===== src/rtl/alu_ctrl_pkg.sv =====
// ---------------------------------------------------------------------------
// alu_ctrl_pkg
// Shared encodings for the ALU control path: main-decoder ALUOp classes,
// R-type funct values, ALU control codes (INVALID included) and the
// state type of the sequenced control block.
// ---------------------------------------------------------------------------
package alu_ctrl_pkg;

   // Main-decoder op classes
   localparam logic [3:0] ALUOP_RTYPE = 4'b0000;
   localparam logic [3:0] ALUOP_ADD   = 4'b0001;
   localparam logic [3:0] ALUOP_AND   = 4'b0010;
   localparam logic [3:0] ALUOP_OR    = 4'b0011;
   localparam logic [3:0] ALUOP_BEQ   = 4'b0100;
   localparam logic [3:0] ALUOP_BNE   = 4'b0101;
   localparam logic [3:0] ALUOP_BGT   = 4'b0110;
   localparam logic [3:0] ALUOP_BGE   = 4'b0111;
   localparam logic [3:0] ALUOP_BLT   = 4'b1000;
   localparam logic [3:0] ALUOP_BLE   = 4'b1001;

   // R-type function field values
   localparam logic [5:0] FUNCT_ADD = 6'b100000;
   localparam logic [5:0] FUNCT_SUB = 6'b100010;
   localparam logic [5:0] FUNCT_AND = 6'b100100;
   localparam logic [5:0] FUNCT_OR  = 6'b100101;
   localparam logic [5:0] FUNCT_XOR = 6'b100110;
   localparam logic [5:0] FUNCT_SLL = 6'b000000;
   localparam logic [5:0] FUNCT_SRL = 6'b000010;
   localparam logic [5:0] FUNCT_MUL = 6'b011000;
   localparam logic [5:0] FUNCT_DIV = 6'b011010;

   // ALU control codes
   localparam logic [3:0] ALU_ADD     = 4'b0000;
   localparam logic [3:0] ALU_SUB     = 4'b0001;
   localparam logic [3:0] ALU_AND     = 4'b0010;
   localparam logic [3:0] ALU_OR      = 4'b0011;
   localparam logic [3:0] ALU_XOR     = 4'b0100;
   localparam logic [3:0] ALU_SLL     = 4'b0101;
   localparam logic [3:0] ALU_SRL     = 4'b0110;
   localparam logic [3:0] ALU_BEQ     = 4'b0111;
   localparam logic [3:0] ALU_BNE     = 4'b1000;
   localparam logic [3:0] ALU_BGT     = 4'b1001;
   localparam logic [3:0] ALU_BGE     = 4'b1010;
   localparam logic [3:0] ALU_BLT     = 4'b1011;
   localparam logic [3:0] ALU_BLE     = 4'b1100;
   localparam logic [3:0] ALU_MUL     = 4'b1101;
   localparam logic [3:0] ALU_DIV     = 4'b1110;
   localparam logic [3:0] ALU_INVALID = 4'b1111;

   // IDLE: output slot empty; VALID: result held for execute;
   // MULTI: multiply/divide in flight
   typedef enum logic [1:0] {
      ST_IDLE  = 2'd0,
      ST_VALID = 2'd1,
      ST_MULTI = 2'd2
   } state_e;

endpackage


===== src/rtl/alu_ctrl_decode.sv =====
// ---------------------------------------------------------------------------
// alu_ctrl_decode
// Purely combinational ALUOp/funct decoder, shared with the single-cycle core.
// Ports:
//   aluop_i    main-decoder op class
//   funct_i    R-type function field
//   code_o     ALU control code (INVALID for undefined combinations)
//   illegal_o  undefined ALUOp/funct combination
//   is_multi_o op needs the multi-cycle multiply/divide unit
//   is_div_o   multi-cycle op is a divide (selects the longer latency)
// ---------------------------------------------------------------------------
module alu_ctrl_decode
   import alu_ctrl_pkg::*;
#(
   parameter int ALUOP_W = 4,
   parameter int FUNCT_W = 6,
   parameter int CTRL_W  = 4
) (
   input  logic [ALUOP_W-1:0] aluop_i,
   input  logic [FUNCT_W-1:0] funct_i,
   output logic [CTRL_W-1:0]  code_o,
   output logic               illegal_o,
   output logic               is_multi_o,
   output logic               is_div_o
);

   always_comb begin
      code_o     = CTRL_W'(ALU_INVALID);
      illegal_o  = 1'b0;
      is_multi_o = 1'b0;
      is_div_o   = 1'b0;
      if (aluop_i == ALUOP_W'(ALUOP_RTYPE)) begin
         case (funct_i)
            FUNCT_W'(FUNCT_ADD): code_o = CTRL_W'(ALU_ADD);
            FUNCT_W'(FUNCT_SUB): code_o = CTRL_W'(ALU_SUB);
            FUNCT_W'(FUNCT_AND): code_o = CTRL_W'(ALU_AND);
            FUNCT_W'(FUNCT_OR):  code_o = CTRL_W'(ALU_OR);
            FUNCT_W'(FUNCT_XOR): code_o = CTRL_W'(ALU_XOR);
            FUNCT_W'(FUNCT_SLL): code_o = CTRL_W'(ALU_SLL);
            FUNCT_W'(FUNCT_SRL): code_o = CTRL_W'(ALU_SRL);
            FUNCT_W'(FUNCT_MUL): begin
               code_o     = CTRL_W'(ALU_MUL);
               is_multi_o = 1'b1;
            end
            FUNCT_W'(FUNCT_DIV): begin
               code_o     = CTRL_W'(ALU_DIV);
               is_multi_o = 1'b1;
               is_div_o   = 1'b1;
            end
            default: illegal_o = 1'b1;
         endcase
      end else begin
         case (aluop_i)
            ALUOP_W'(ALUOP_ADD): code_o = CTRL_W'(ALU_ADD);
            ALUOP_W'(ALUOP_AND): code_o = CTRL_W'(ALU_AND);
            ALUOP_W'(ALUOP_OR):  code_o = CTRL_W'(ALU_OR);
            ALUOP_W'(ALUOP_BEQ): code_o = CTRL_W'(ALU_BEQ);
            ALUOP_W'(ALUOP_BNE): code_o = CTRL_W'(ALU_BNE);
            ALUOP_W'(ALUOP_BGT): code_o = CTRL_W'(ALU_BGT);
            ALUOP_W'(ALUOP_BGE): code_o = CTRL_W'(ALU_BGE);
            ALUOP_W'(ALUOP_BLT): code_o = CTRL_W'(ALU_BLT);
            ALUOP_W'(ALUOP_BLE): code_o = CTRL_W'(ALU_BLE);
            default:             illegal_o = 1'b1;
         endcase
      end
   end

endmodule


===== src/rtl/alu_ctrl_seq.sv =====
// ---------------------------------------------------------------------------
// alu_ctrl_seq
// Pipelined ALU control stage between ID/EX and execute. Decodes ALUOp/funct
// into a registered ALU control code with valid/ready handshaking, and
// sequences multi-cycle MUL/DIV ops (mdu_start pulse, busy while in flight).
// Ports:
//   clk, reset            rising-edge clock, synchronous active-high reset
//   in_valid/in_ready     upstream handshake (ALUOp, funct, in_tag)
//   out_valid/out_ready   downstream handshake (aluCtrl, out_tag, illegal)
//   mdu_start             one-cycle pulse launching the multiply/divide unit
//   busy                  multi-cycle op in progress
// ---------------------------------------------------------------------------
module alu_ctrl_seq
   import alu_ctrl_pkg::*;
#(
   parameter int ALUOP_W    = 4,
   parameter int FUNCT_W    = 6,
   parameter int CTRL_W     = 4,
   parameter int TAG_W      = 5,
   parameter int MUL_CYCLES = 4,
   parameter int DIV_CYCLES = 32
) (
   input  logic               clk,
   input  logic               reset,
   input  logic               in_valid,
   output logic               in_ready,
   input  logic [ALUOP_W-1:0] ALUOp,
   input  logic [FUNCT_W-1:0] funct,
   input  logic [TAG_W-1:0]   in_tag,
   output logic               out_valid,
   input  logic               out_ready,
   output logic [CTRL_W-1:0]  aluCtrl,
   output logic [TAG_W-1:0]   out_tag,
   output logic               illegal,
   output logic               mdu_start,
   output logic               busy
);

   localparam int MAX_CYC = (MUL_CYCLES > DIV_CYCLES) ? MUL_CYCLES : DIV_CYCLES;
   localparam int CNT_W   = (MAX_CYC > 2) ? $clog2(MAX_CYC) : 1;

   state_e              state_q;
   logic [CNT_W-1:0]    cnt_q;
   logic [CNT_W-1:0]    cnt_load_d;
   logic [CTRL_W-1:0]   code_q;
   logic [TAG_W-1:0]    tag_q;
   logic                illegal_q;
   logic                out_valid_q;
   logic                mdu_start_q;
   logic                busy_q;

   logic [CTRL_W-1:0]   dec_code;
   logic                dec_illegal;
   logic                dec_multi;
   logic                dec_div;
   logic                accept;

   alu_ctrl_decode #(
      .ALUOP_W (ALUOP_W),
      .FUNCT_W (FUNCT_W),
      .CTRL_W  (CTRL_W)
   ) u_decode (
      .aluop_i    (ALUOp),
      .funct_i    (funct),
      .code_o     (dec_code),
      .illegal_o  (dec_illegal),
      .is_multi_o (dec_multi),
      .is_div_o   (dec_div)
   );

   // Accept while empty, or while the held result is being consumed this
   // same cycle; nothing is accepted during reset or while an MDU op runs.
   assign in_ready = !reset &&
                     ((state_q == ST_IDLE) || ((state_q == ST_VALID) && out_ready));
   assign accept   = in_valid && in_ready;

   // Counter holds the cycles still to wait after the first MULTI cycle, so
   // reaching zero and then leaving MULTI puts out_valid exactly N edges
   // after the accept edge.
   assign cnt_load_d = dec_div ? CNT_W'(DIV_CYCLES - 1) : CNT_W'(MUL_CYCLES - 1);

   always_ff @(posedge clk) begin
      if (reset) begin
         state_q     <= ST_IDLE;
         cnt_q       <= '0;
         code_q      <= CTRL_W'(ALU_INVALID);
         tag_q       <= '0;
         illegal_q   <= 1'b0;
         out_valid_q <= 1'b0;
         mdu_start_q <= 1'b0;
         busy_q      <= 1'b0;
      end else begin
         mdu_start_q <= 1'b0;
         case (state_q)
            ST_IDLE, ST_VALID: begin
               if (accept) begin
                  code_q    <= dec_code;
                  tag_q     <= in_tag;
                  illegal_q <= dec_illegal;
                  if (dec_multi) begin
                     state_q     <= ST_MULTI;
                     cnt_q       <= cnt_load_d;
                     out_valid_q <= 1'b0;
                     mdu_start_q <= 1'b1;
                     busy_q      <= 1'b1;
                  end else begin
                     state_q     <= ST_VALID;
                     out_valid_q <= 1'b1;
                  end
               end else if ((state_q == ST_VALID) && out_ready) begin
                  state_q     <= ST_IDLE;
                  out_valid_q <= 1'b0;
               end
            end
            ST_MULTI: begin
               if (cnt_q == '0) begin
                  state_q     <= ST_VALID;
                  out_valid_q <= 1'b1;
                  busy_q      <= 1'b0;
               end else begin
                  cnt_q <= cnt_q - CNT_W'(1);
               end
            end
            default: begin
               state_q     <= ST_IDLE;
               out_valid_q <= 1'b0;
               busy_q      <= 1'b0;
            end
         endcase
      end
   end

   assign out_valid = out_valid_q;
   assign aluCtrl   = code_q;
   assign out_tag   = tag_q;
   assign illegal   = illegal_q;
   assign mdu_start = mdu_start_q;
   assign busy      = busy_q;

endmodule

===== config.mk =====
export PLATFORM = sky130hd
export DESIGN_NAME = alu_ctrl_seq
export DESIGN_NICKNAME = d
export VERILOG_FILES = /design/src/rtl/alu_ctrl_pkg.sv /design/src/rtl/alu_ctrl_decode.sv /design/src/rtl/alu_ctrl_seq.sv
export SDC_FILE = /design/constraint.sdc
export NUM_CORES = 1
export LEC_CHECK = 0
export BUFFER_PORTS_ARGS = -buffer_cell sky130_fd_sc_hd__buf_2
export CAP_MARGIN = 5
export CORE_MARGIN = 1
export CORE_UTILIZATION = 52
export CTS_BUF_LIST = sky130_fd_sc_hd__clkbuf_8
export DETAILED_ROUTE_END_ITERATION = 6
export PLACE_DENSITY = 0.81
export SKIP_CTS_REPAIR_TIMING = 1
export SYNTH_ARGS = -nofsm -noshare
export SYNTH_HDL_FRONTEND = slang
export SYNTH_SLANG_ARGS = --single-unit

===== constraint.sdc =====
create_clock -name clk -period 2 [get_ports clk]
set_input_delay 0.4 -clock clk [delete_from_list [all_inputs] [get_ports clk]]
set_output_delay 0.4 -clock clk [all_outputs]
set_load 0.01 [all_outputs]

After elaboration in Yosys (flattened, before gate mapping)
Index checks and enable logic that the tools add are counted.
- add/sub/neg operators: 1
- eq/ne operators: 24
- muxes and demuxes: 30
- bitwise operators: 2
- reductions and logical operators: 19
- operator list (cell ; count):
    $pmux W4 S9 ; 2
    $eq A6 B6 Y1 const B ; 5
    $mux W5 ; 4
    $reduce_or A9 Y1 ; 2
    $eq A4 B3 Y1 const B ; 4
    $mux W1 ; 15
    $eq A6 B5 Y1 const B ; 2
    $pmux W5 S2 ; 1
    $eq A4 B2 Y1 const B ; 2
    $eq A4 B4 Y1 const B ; 2
    $mux W2 ; 4
    $ne A2 B2 Y1 const B ; 4
    $eq A6 B2 Y1 const B ; 1
    $logic_not A6 Y1 ; 1
    $logic_not A5 Y1 ; 1
    $sub A5 B1 Y5 const B ; 1
    $eq A4 B1 Y1 const B ; 1
    $logic_not A4 Y1 ; 1
    $mux W4 ; 1
    $pmux W1 S2 ; 2
    $pmux W2 S2 ; 1
    $reduce_and A2 Y1 ; 2
    $reduce_and A4 Y1 ; 1
    $reduce_or A2 Y1 ; 2
    other kinds (11) ; 14
- bits in registers: 20
- input port bits: 19
- output and inout port bits: 14
- logic and storage cells: 84

Logic depth before layout (Yosys ltp)
Gate-level depths: netlist of the first run.
- word-level depth: 7
- depth in mapped cells: 7
- mapped depth without buffers: 7

Hierarchy
A second synthesis of the first run with hierarchy kept.
- cell total of the unflattened synthesis: 127
- area total of the unflattened synthesis: 1106.1 sq um
- by module, submodules not included (module ; times used ; cells each ; area an instance (sq um)):
    alu_ctrl_seq ; 1 ; 84 ; 833.3
    alu_ctrl_decode ; 1 ; 43 ; 272.8

Worst setup path before layout of the first run
OpenSTA, ideal clock, no wires.
- path type: reg-to-reg
- from: register cnt_q[0]
- to: register cnt_q[2]
- library setup time: 0.070 ns
- arrival: 1.502 ns
- path slack: 0.429 ns
- cell stages (with the launch flop): 8
- buffers on the path: 0
- period minus slack after synthesis: 1.571 ns
- cells stage by stage: dfxtp_1 inv_1 ha_1 or4b_1 nand2_1 o21a_1 o21ai_0 a21oi_1
- cells in the longest elaborated chain, start to end: 3
- ends and longest elaborated chain (what ; line ; text):
    start: declaration ; alu_ctrl_seq.sv:43 ; logic [CNT_W-1:0] cnt_q;
    start signal: assignment ; alu_ctrl_seq.sv:102 ; cnt_q <= cnt_load_d;
    start signal: assignment ; alu_ctrl_seq.sv:121 ; cnt_q <= cnt_q - CNT_W'(1);
    $sub A5 B1 Y5 or $logic_not A5 Y1 (tied branches) ; alu_ctrl_seq.sv:121, alu_ctrl_seq.sv:116 ;
    $mux W5 or $ne A2 B2 Y1 (tied branches) ; -- ;
    $pmux W5 S2 or $reduce_and A4 Y1 (tied branches) ; -- ;
Several ways; a longest one is shown, not always the timed one. The select of a mux whose other input is x is not followed.
A chain may end at the register's enable or synchronous reset.

Worst setup path in the final report of the first run
- from: register cnt_q[0]
- to: register cnt_q[3]
The elaborated chain is that of the path after synthesis.

==> results of run 1 <==
## final cells by class
cell class	instances	area, µm²	area share [%]
flip-flops and latches	19	380	28.8
clock inverters	1	7.51	0.569
clock buffers	3	41.3	3.13
inverters	4	15.0	1.14
well taps	27	33.8	2.56
multi-input cells	110	666	50.5
repair buffers	34	175	13.3
## stage by stage
step | instances | hold WS (ns)
2_1_floorplan | 137 | 0.449
3_3_place_gp | 194 | 0.442
3_5_place_dp | 194 | 0.450
4_1_cts | 198 | 0.339
5_1_grt | 198 | 0.343
6_report | 198 | 0.342
## sequential cells by signal, indices dropped and copies added, names as in the netlist
name / flops
out_valid: 1
cnt_q: 5
aluCtrl: 4
busy: 1
state_q: 1
out_tag: 5
mdu_start: 1
illegal: 1
## where the power goes
part	total, W	switching [W]	internal [W]	leakage (nW)
clock	0.000270	0.000130	0.000140	0.0217
combinational	0.000137	0.0000770	0.0000601	0.349
sequential	0.000405	0.00000903	0.000396	0.155
## tightest hold or removal path, delay by kind of cell
kind	cells	cell delay [ns]
AOI/OAI and AO/OA	1	0.05
buffers and inverters	1	0.07
and+or+nand+nor	1	0.03
## cell usage after synthesis (2+ instances only)
master and count:
o21ai_0 18, inv_1 4, clkbuf_1 2, nor3_1 7
nor2_1 12, o21a_1 2, dfxtp_1 19, nor3b_1 3
nor2b_1 4, o21bai_1 2, or3_1 2, nand2b_1 5
o31ai_1 2, and2_1 3, nand2_1 13, a21oi_1 14
## worst max-delay path by stage
stage                            endpoint  slack, ns  depth (start not counted)
global route        cnt_q[3]$_SDFFE_PP0P_       0.06                          7
detailed placement  cnt_q[3]$_SDFFE_PP0P_       0.22                          7
CTS                 cnt_q[3]$_SDFFE_PP0P_       0.20                          7
global placement    cnt_q[2]$_SDFFE_PP0P_       0.29                          7
finish              cnt_q[3]$_SDFFE_PP0P_       0.19                          7
floorplan           cnt_q[2]$_SDFFE_PP0P_       0.43                          7
## layer usage
layer  track usage [%]  vias to the layer above  part of all wire, %  wire, µm
met3              3.77                        4                  2.9        70
met5                 0                        -                    0         0
li1                  -                      564                    -         -
met1              24.8                      501                   45      1080
met2              39.7                       25                   50      1210
met4              11.1                        0                  1.9        45
## logic make-up (layout without fill, tap and decap cells)
| kind of cell | count (synthesis) | count (layout) | synth area share [%] |
|---|---|---|---|
| adders and majority gates | 1 | 1 | 1.16 |
| DFF | 19 | 19 | 35.2 |
| and+or+nand+nor | 61 | 61 | 32.1 |
| AOI/OAI and AO/OA | 47 | 47 | 27.5 |
| xor gates and xnor gates | 1 | 1 | 0.810 |
| buffers and inverters | 8 | 42 | 3.24 |
==> flow_summary_export.csv, run 1 <==
group,metric,value,unit
place,port_buffers,32,
synth,syn_nets,157,
worst_setup_path,r2r_end,"cnt_q[3]$_SDFFE_PP0P_",
synth,synth-seq-area-share,35.2,%
grt,grt_antenna_before_repair,0,
pwr,ir_drop,0.493,mV
min_path,hold_path.class,"input port to register",
synth,ys_warn_count,0,
floorplan,die_x,47.6,µm
floorplan,ioPinCount,33,
finish,fill_cells,185,
clocking,clock_tree.htree_level_count,1,
worst_setup_path,ff2ff_path_depth,7,
run_status,status,"finished, final reports clean",
synth,synth-edff-count,0,
timing,setup-violations-final,0,
finish,drive_gt1_share,27.5,%
synth,ys_top_cells_by_area,"dfxtp_1 35%, o21ai_0 8.3%, a21oi_1 6.5%",
worst_setup_path,r2r_start,"cnt_q[0]$_SDFFE_PP0P_",
timing,clock_skew,0.00178,ns
worst_setup_path,r2r_slack,0.19,ns
synth,ys_types,41,
place,place_area,1270,µm²
grt,grt_pass1_vias,908,
timing,worst_pin_slew,0.394,ns
timing,rsz0062_at_grt,"false",
worst_setup_path,path_delay_family,"simple AND/OR/NAND/NOR gates",
floorplan,start_util,55.1,%
clocking,clock_sinks,19,
finish,area_delta_synth_final,22.0,%
worst_setup_path,endpoint_kind,"register",
worst_setup_path,cp_max_fo,4,
clocking,tritoncts,"built",
finish,final_area,1320,µm²
worst_setup_path,max_stage_delay,0.51,ns
place,place_hpwl,1850,µm
grt,gr-usage-all-layers,22.0,%
detailed_routing,drc_errors,0,
detailed_routing,dr.first_iter.drc_count,22,
worst_setup_path,path_cells,"inv_1, ha_1, or4b_1, nand2_1, o21a_1, o21ai_0, a21oi_1",
place,gp_congestion,0.885,
synth,synthCells,137,
pwr,power,0.000812,W
worst_setup_path,critPathLaunch,"cnt_q[0]$_SDFFE_PP0P_",
timing,hold_violations,0,
finish,final_common_cell,"buf_2",
synth,netlist_area,1080,µm²
synth,synth_flop_cell,"dfxtp_1",
worst_setup_path,crit_type,"register to register",
place,dp_slack,0.216,ns
worst_setup_path,crit_slowest_cell,"or4b_1",
min_path,min-delay-start,"in_tag[1]",
worst_setup_path,worstPathRequired,2.19,ns
finish,final_util,67.2,%
clocking,cts_root_buf,"clkbuf_8",
synth,ys_seq_elements,19,
detailed_routing,avgRoutedWirePerCell,12.1,µm
clocking,clk_path_buf_depth,2,
timing,timing.fmax,552,MHz
clocking,worstSkewPairLatency,0.25,ns
timing,report.final.slew_viol_count,0,
worst_setup_path,critPathBufInv,1,
floorplan,fp.dieH,47.6,µm
clocking,clk_pin_slew,0.07,ns
synth,avgSynthCellArea,7.89,µm²
synth,yosysTopAreaCellShare,35.2,%
floorplan,core.rowCount,16,
timing,maxSlewHeadroom,73.0,%
timing,final.setup.tns,0,ns
worst_setup_path,worst_ep_arrival_time,2.00,ns
detailed_routing,viasPerCell,5.53,
detailed_routing,via_count,1094,
pwr,powerDensity,615,nW/µm²
synth,async_flop_share,0,%
timing,fin_ws,0.190,ns
min_path,whs_path_depth,3,
grt,grt_pass1_wl,3510,µm
grt,grt_start_max_net_pins,22,
timing,min_period_over_period,90.5,%
finish,final_cell_mix,"32 x buf_2, 19 x dfxtp_1, 18 x o21ai_0",
timing,fin_crit,1.81,ns
detailed_routing,dr.pass1.iters,4,
floorplan,core,1960,µm²
detailed_routing,routed_wl,2400,µm
finish,n_antenna_cell,0,
worst_setup_path,crit_path_start_kind,"register",
grt,grt-ovfl-total,0,
finish,nNetsFinal,192,
synth,synth_area_leader_cell,"dfxtp_1",
clocking,numCtsBuffers,3,
pwr,power.leakage,0.526,nW
min_path,min_to,"out_tag[1]$_SDFFE_PP0P_",
job,cap_violations,0,
floorplan,die_area,2270,µm²
detailed_routing,postRouteAntennaNets,0,
Power figures use the tool's default switching activity.
==> run 2: changes to the inputs <==
--- a/config.mk
+++ b/config.mk
@@ -11,7 +11,9 @@
 export CORE_UTILIZATION = 52
 export CTS_BUF_LIST = sky130_fd_sc_hd__clkbuf_8
 export DETAILED_ROUTE_END_ITERATION = 6
+export GPL_TIMING_DRIVEN = 0
 export PLACE_DENSITY = 0.81
+export RECOVER_POWER = 25
 export SKIP_CTS_REPAIR_TIMING = 1
 export SYNTH_ARGS = -nofsm -noshare
 export SYNTH_HDL_FRONTEND = slang
==> run 2 against run 1 <==
Against the previous run: critical path depth stayed put; design area is 1.2% lower; worst hold slack worse by 0.0079 ns; register-to-register slack better by 0.02 ns; wire length is 8.5% higher.
==> flow_summary_export.csv, run 2 (synthesis gave the netlist of run 1 again) <==
group,metric,value,unit
clocking,clock_tree.htree_level_count,1,
finish,drive_gt1_share,22.1,%
floorplan,die_x,47.6,µm
pwr,ir_drop,0.349,mV
worst_setup_path,worst_ep_arrival_time,1.99,ns
detailed_routing,viasPerCell,5.72,
timing,worst_pin_slew,0.531,ns
floorplan,start_util,55.1,%
clocking,tritoncts,"built",
clocking,clock_sinks,19,
job,cap_violations,0,
worst_setup_path,endpoint_kind,"register",
finish,final_cell_mix,"25 x buf_2, 19 x dfxtp_1, 18 x o21ai_0",
place,gp_congestion,0.798,
grt,grtUsageMet3,2.26,%
worst_setup_path,worstPathRequired,2.20,ns
pwr,powerDensity,636,nW/µm²
detailed_routing,dr.pass1.iters,4,
timing,fin_crit,1.79,ns
detailed_routing,via_count,1139,
detailed_routing,dr.first_iter.drc_count,13,
finish,final_util,66.4,%
finish,nNetsFinal,193,
place,port_buffers,31,
finish,area_delta_synth_final,20.5,%
clocking,worstSkewPairLatency,0.26,ns
floorplan,core,1960,µm²
grt,grt_use_met1,29.0,%
grt,gr-usage-met2,42.5,%
detailed_routing,avgRoutedWirePerCell,13.1,µm
timing,clock_skew,0.00434,ns
grt,gr-max-usage-layer,"met2",
grt,grt_start_max_net_pins,13,
floorplan,core.rowCount,16,
floorplan,ioPinCount,33,
grt,grt_pass1_vias,921,
timing,hold_violations,0,
min_path,min-delay-start,"in_tag[4]",
worst_setup_path,cp_max_fo,4,
timing,report.final.slew_viol_count,0,
timing,maxSlewHeadroom,63.7,%
clocking,cts_root_buf,"clkbuf_8",
min_path,hold_path.class,"input port to register",
detailed_routing,routed_wl,2600,µm
detailed_routing,drc_errors,0,
clocking,clk_path_buf_depth,2,
timing,rsz0062_at_grt,"false",
finish,n_antenna_cell,0,
detailed_routing,postRouteAntennaNets,0,
grt,gr-usage-all-layers,23.8,%
place,place_hpwl,1950,µm
floorplan,fp.dieH,47.6,µm
timing,fin_ws,0.212,ns
worst_setup_path,crit_type,"register to register",
grt,grt-ovfl-total,0,
timing,setup-violations-final,0,
timing,timing.fmax,559,MHz
floorplan,die_area,2270,µm²
place,dp_slack,0.205,ns
timing,final.setup.tns,0,ns
timing,min_period_over_period,89.4,%
worst_setup_path,crit_path_start_kind,"register",
clocking,clk_pin_slew,0.08,ns
clocking,numCtsBuffers,3,
pwr,power.leakage,0.497,nW
run_status,status,"finished, final reports clean",
grt,grt_antenna_before_repair,0,
grt,grt_pass1_wl,3820,µm
worst_setup_path,critPathLaunch,"cnt_q[0]$_SDFFE_PP0P_",
timing,hold_ws,0.334,ns
worst_setup_path,r2r_start,"cnt_q[0]$_SDFFE_PP0P_",
finish,final_common_cell,"buf_2",
[run 2: critical path: stages, from the launching register on]
cell,delay [ns]
dfxtp_1,0.34
inv_1,0.07
ha_1,0.19
or4b_1,0.51
nand2_1,0.19
o21a_1,0.19
o21ai_0,0.10
a21oi_1,0.15
[run 2: worst paths after layout]
kind                        endpoint  slack [ns]  depth (start not counted)
min reg2reg  out_tag[2]$_SDFFE_PP0P_        0.45                          2
max reg2reg    cnt_q[3]$_SDFFE_PP0P_        0.21                          7
min          out_tag[4]$_SDFFE_PP0P_        0.33                          3
max            cnt_q[3]$_SDFFE_PP0P_        0.21                          7
[run 2: cell type report]
| type | count | area [µm²] |
|---|---|---|
| tap | 27 | 33.8 |
| multi-input combinational | 110 | 658 |
| clock buffer | 3 | 41.3 |
| buffer | 4 | 20.0 |
| clock inverter | 1 | 7.51 |
| inverter | 4 | 15.0 |
| sequential | 19 | 380 |
| fill | 197 | 659 |
| timing repair buffer | 31 | 146 |
[run 2: power breakdown]
part | leakage, nW | internal [W] | total [W] | switching (W)
sequential | 0.155 | 0.000396 | 0.000405 | 0.00000940
clock | 0.0217 | 0.000141 | 0.000288 | 0.000147
combinational | 0.320 | 0.0000561 | 0.000135 | 0.0000788
total | 0.497 | 0.000593 | 0.000828 | 0.000235
[run 2: routing by layer]
metal,vias to the layer above,wire (µm)
met2,33,1320
li1,564,-
met5,-,0
met1,540,1180
met3,2,84
met4,0,20
[run 2: metrics by stage]
stage	power [W]	cells	area, µm²
after CTS	0.000824	199	1320
after global routing	0.000858	199	1300
after detailed placement	0.000551	195	1270
after floorplan	0.000488	137	1080
after global placement	0.000545	195	1270
final	0.000828	199	1300
==> run 3: changes to the inputs <==
--- a/config.mk
+++ b/config.mk
@@ -8,11 +8,11 @@
 export BUFFER_PORTS_ARGS = -buffer_cell sky130_fd_sc_hd__buf_2
 export CAP_MARGIN = 5
 export CORE_MARGIN = 1
-export CORE_UTILIZATION = 52
+export CORE_UTILIZATION = 48
 export CTS_BUF_LIST = sky130_fd_sc_hd__clkbuf_8
 export DETAILED_ROUTE_END_ITERATION = 6
 export GPL_TIMING_DRIVEN = 0
-export PLACE_DENSITY = 0.81
+export PLACE_DENSITY = 0.75
 export RECOVER_POWER = 25
 export SKIP_CTS_REPAIR_TIMING = 1
 export SYNTH_ARGS = -nofsm -noshare
==> run 3 against run 2 <==
Against the previous run: critical path depth unchanged; worst hold slack improved by 0.0047 ns; register-to-register slack got worse by 0.02 ns; fmax decreased by 1.3%; utilization decreased by 2.4 points; design area increased by 0.29%; via count decreased by 1.8%; sequential power about the same; die area increased by 8.0%; wire length decreased by 3.8%; final cell count unchanged; sequential cell count unchanged; highest routed layer unchanged.
==> flow_summary_export.csv, run 3 (synthesis gave the netlist of run 1 again) <==
group,metric,value,unit
detailed_routing,via_count,1118,
finish,n_antenna_cell,0,
finish,final_common_cell,"buf_2",
timing,rsz0062_at_grt,"false",
timing,fin_ws,0.188,ns
clocking,cts_root_buf,"clkbuf_8",
min_path,hold_path.class,"input port to register",
place,gp_congestion,0.827,
floorplan,die_x,49.5,µm
pwr,ir_drop,0.361,mV
place,place_hpwl,1950,µm
timing,report.final.slew_viol_count,0,
clocking,clock_sinks,19,
detailed_routing,viasPerCell,5.62,
floorplan,core.rowCount,16,
grt,grt_antenna_before_repair,0,
pwr,powerDensity,617,nW/µm²
grt,grt_start_max_net_pins,12,
finish,fill_cells,190,
worst_setup_path,crit_type,"register to register",
grt,grt_pass1_wl,4200,µm
worst_setup_path,cp_max_fo,4,
clocking,clock_tree.htree_level_count,1,
grt,gr-usage-all-layers,22.0,%
place,port_buffers,31,
pwr,power.leakage,0.506,nW
floorplan,start_util,52.9,%
clocking,clk_pin_slew,0.07,ns
worst_setup_path,worstPathRequired,2.19,ns
worst_setup_path,crit_slowest_cell,"or4b_1",
timing,final.setup.tns,0,ns
place,dp_slack,0.151,ns
timing,hold_violations,0,
floorplan,die_area,2450,µm²
worst_setup_path,max_stage_delay,0.50,ns
detailed_routing,dr.first_iter.drc_count,22,
worst_setup_path,ff2ff_path_depth,7,
clocking,tritoncts,"built",
min_path,whs_path_depth,3,
clocking,clk_path_buf_depth,2,
timing,min_period_over_period,90.6,%
job,cap_violations,0,
grt,grt-ovfl-total,0,
finish,area_delta_synth_final,20.8,%
detailed_routing,drc_errors,0,
worst_setup_path,path_cells,"inv_1, ha_1, or4b_1, nand2_1, o21a_1, o21ai_0, a21oi_1",
timing,setup-violations-final,0,
detailed_routing,dr.pass1.iters,4,
worst_setup_path,crit_path_start_kind,"register",
clocking,worstSkewPairLatency,0.26,ns
timing,worst_pin_slew,0.471,ns
grt,grt_pass1_vias,984,
clocking,numCtsBuffers,3,
worst_setup_path,worst_ep_arrival_time,2.00,ns
floorplan,fp.dieH,49.5,µm
finish,drive_gt1_share,22.1,%
timing,timing.fmax,552,MHz
detailed_routing,postRouteAntennaNets,0,
floorplan,ioPinCount,33,
worst_setup_path,endpoint_kind,"register",
timing,clock_skew,0.000936,ns
finish,nNetsFinal,193,
finish,final_cell_mix,"24 x buf_2, 19 x dfxtp_1, 18 x o21ai_0",
timing,maxSlewHeadroom,67.8,%
detailed_routing,avgRoutedWirePerCell,12.6,µm
floorplan,core,2040,µm²
detailed_routing,routed_wl,2510,µm
timing,fin_crit,1.81,ns
run_status,status,"finished, final reports clean",
## run 3: path summary, 6_finish.rpt
| path | startpoint | endpoint | slack (ns) |
|---|---|---|---|
| max | cnt_q[0]$_SDFFE_PP0P_ | cnt_q[2]$_SDFFE_PP0P_ | 0.19 |
| max reg2reg | cnt_q[0]$_SDFFE_PP0P_ | cnt_q[2]$_SDFFE_PP0P_ | 0.19 |
| min reg2reg | out_tag[3]$_SDFFE_PP0P_ | out_tag[3]$_SDFFE_PP0P_ | 0.47 |
| min | in_tag[3] | out_tag[3]$_SDFFE_PP0P_ | 0.34 |
## run 3: critical path: cells and delay by family, from the launching register on
family / cells / cell delay [ns]
AOI/OAI and AO/OA: 3 / 0.44
buffers and inverters: 1 / 0.07
and+or+nand+nor: 2 / 0.68
DFF: 1 / 0.34
adders and majority gates: 1 / 0.20
## run 3: final cells by class
cell class,count,area [µm²],area share (%)
plain buffers,4,20.0,1.53
clock buffers,3,41.3,3.16
clock inverters,1,5.00,0.383
inverters,4,15.0,1.15
multi-input cells,110,666,51.0
flip-flops and latches,19,380,29.1
well taps,27,33.8,2.59
repair buffers,31,145,11.1
## run 3: routing by layer
| metal | GRT usage (%) | share of wire [%] | vias up |
|---|---|---|---|
| met5 | 0 | 0 | - |
| met4 | 10.0 | 1.6 | 0 |
| met3 | 4.32 | 6.7 | 5 |
| met2 | 34.9 | 43 | 42 |
| met1 | 28.7 | 48 | 498 |
| li1 | - | - | 573 |
## run 3: power by group
part           switching [W]  internal (W)
Combinational      0.0000772     0.0000564
Clock               0.000128      0.000139
Sequential        0.00000982      0.000396
## run 3: stage by stage
stage	instance area, µm²	std cells	hold WS (ns)	utilization, %	total power, W
after floorplan	1080	137	0.449	-	0.000488
after detailed placement	1270	195	0.460	62.2	0.000551
after CTS	1320	199	0.338	64.5	0.000817
final	1310	199	0.339	64.0	0.000806
after global placement	1270	195	0.442	62.2	0.000545
after global routing	1310	199	0.354	64.0	0.000844
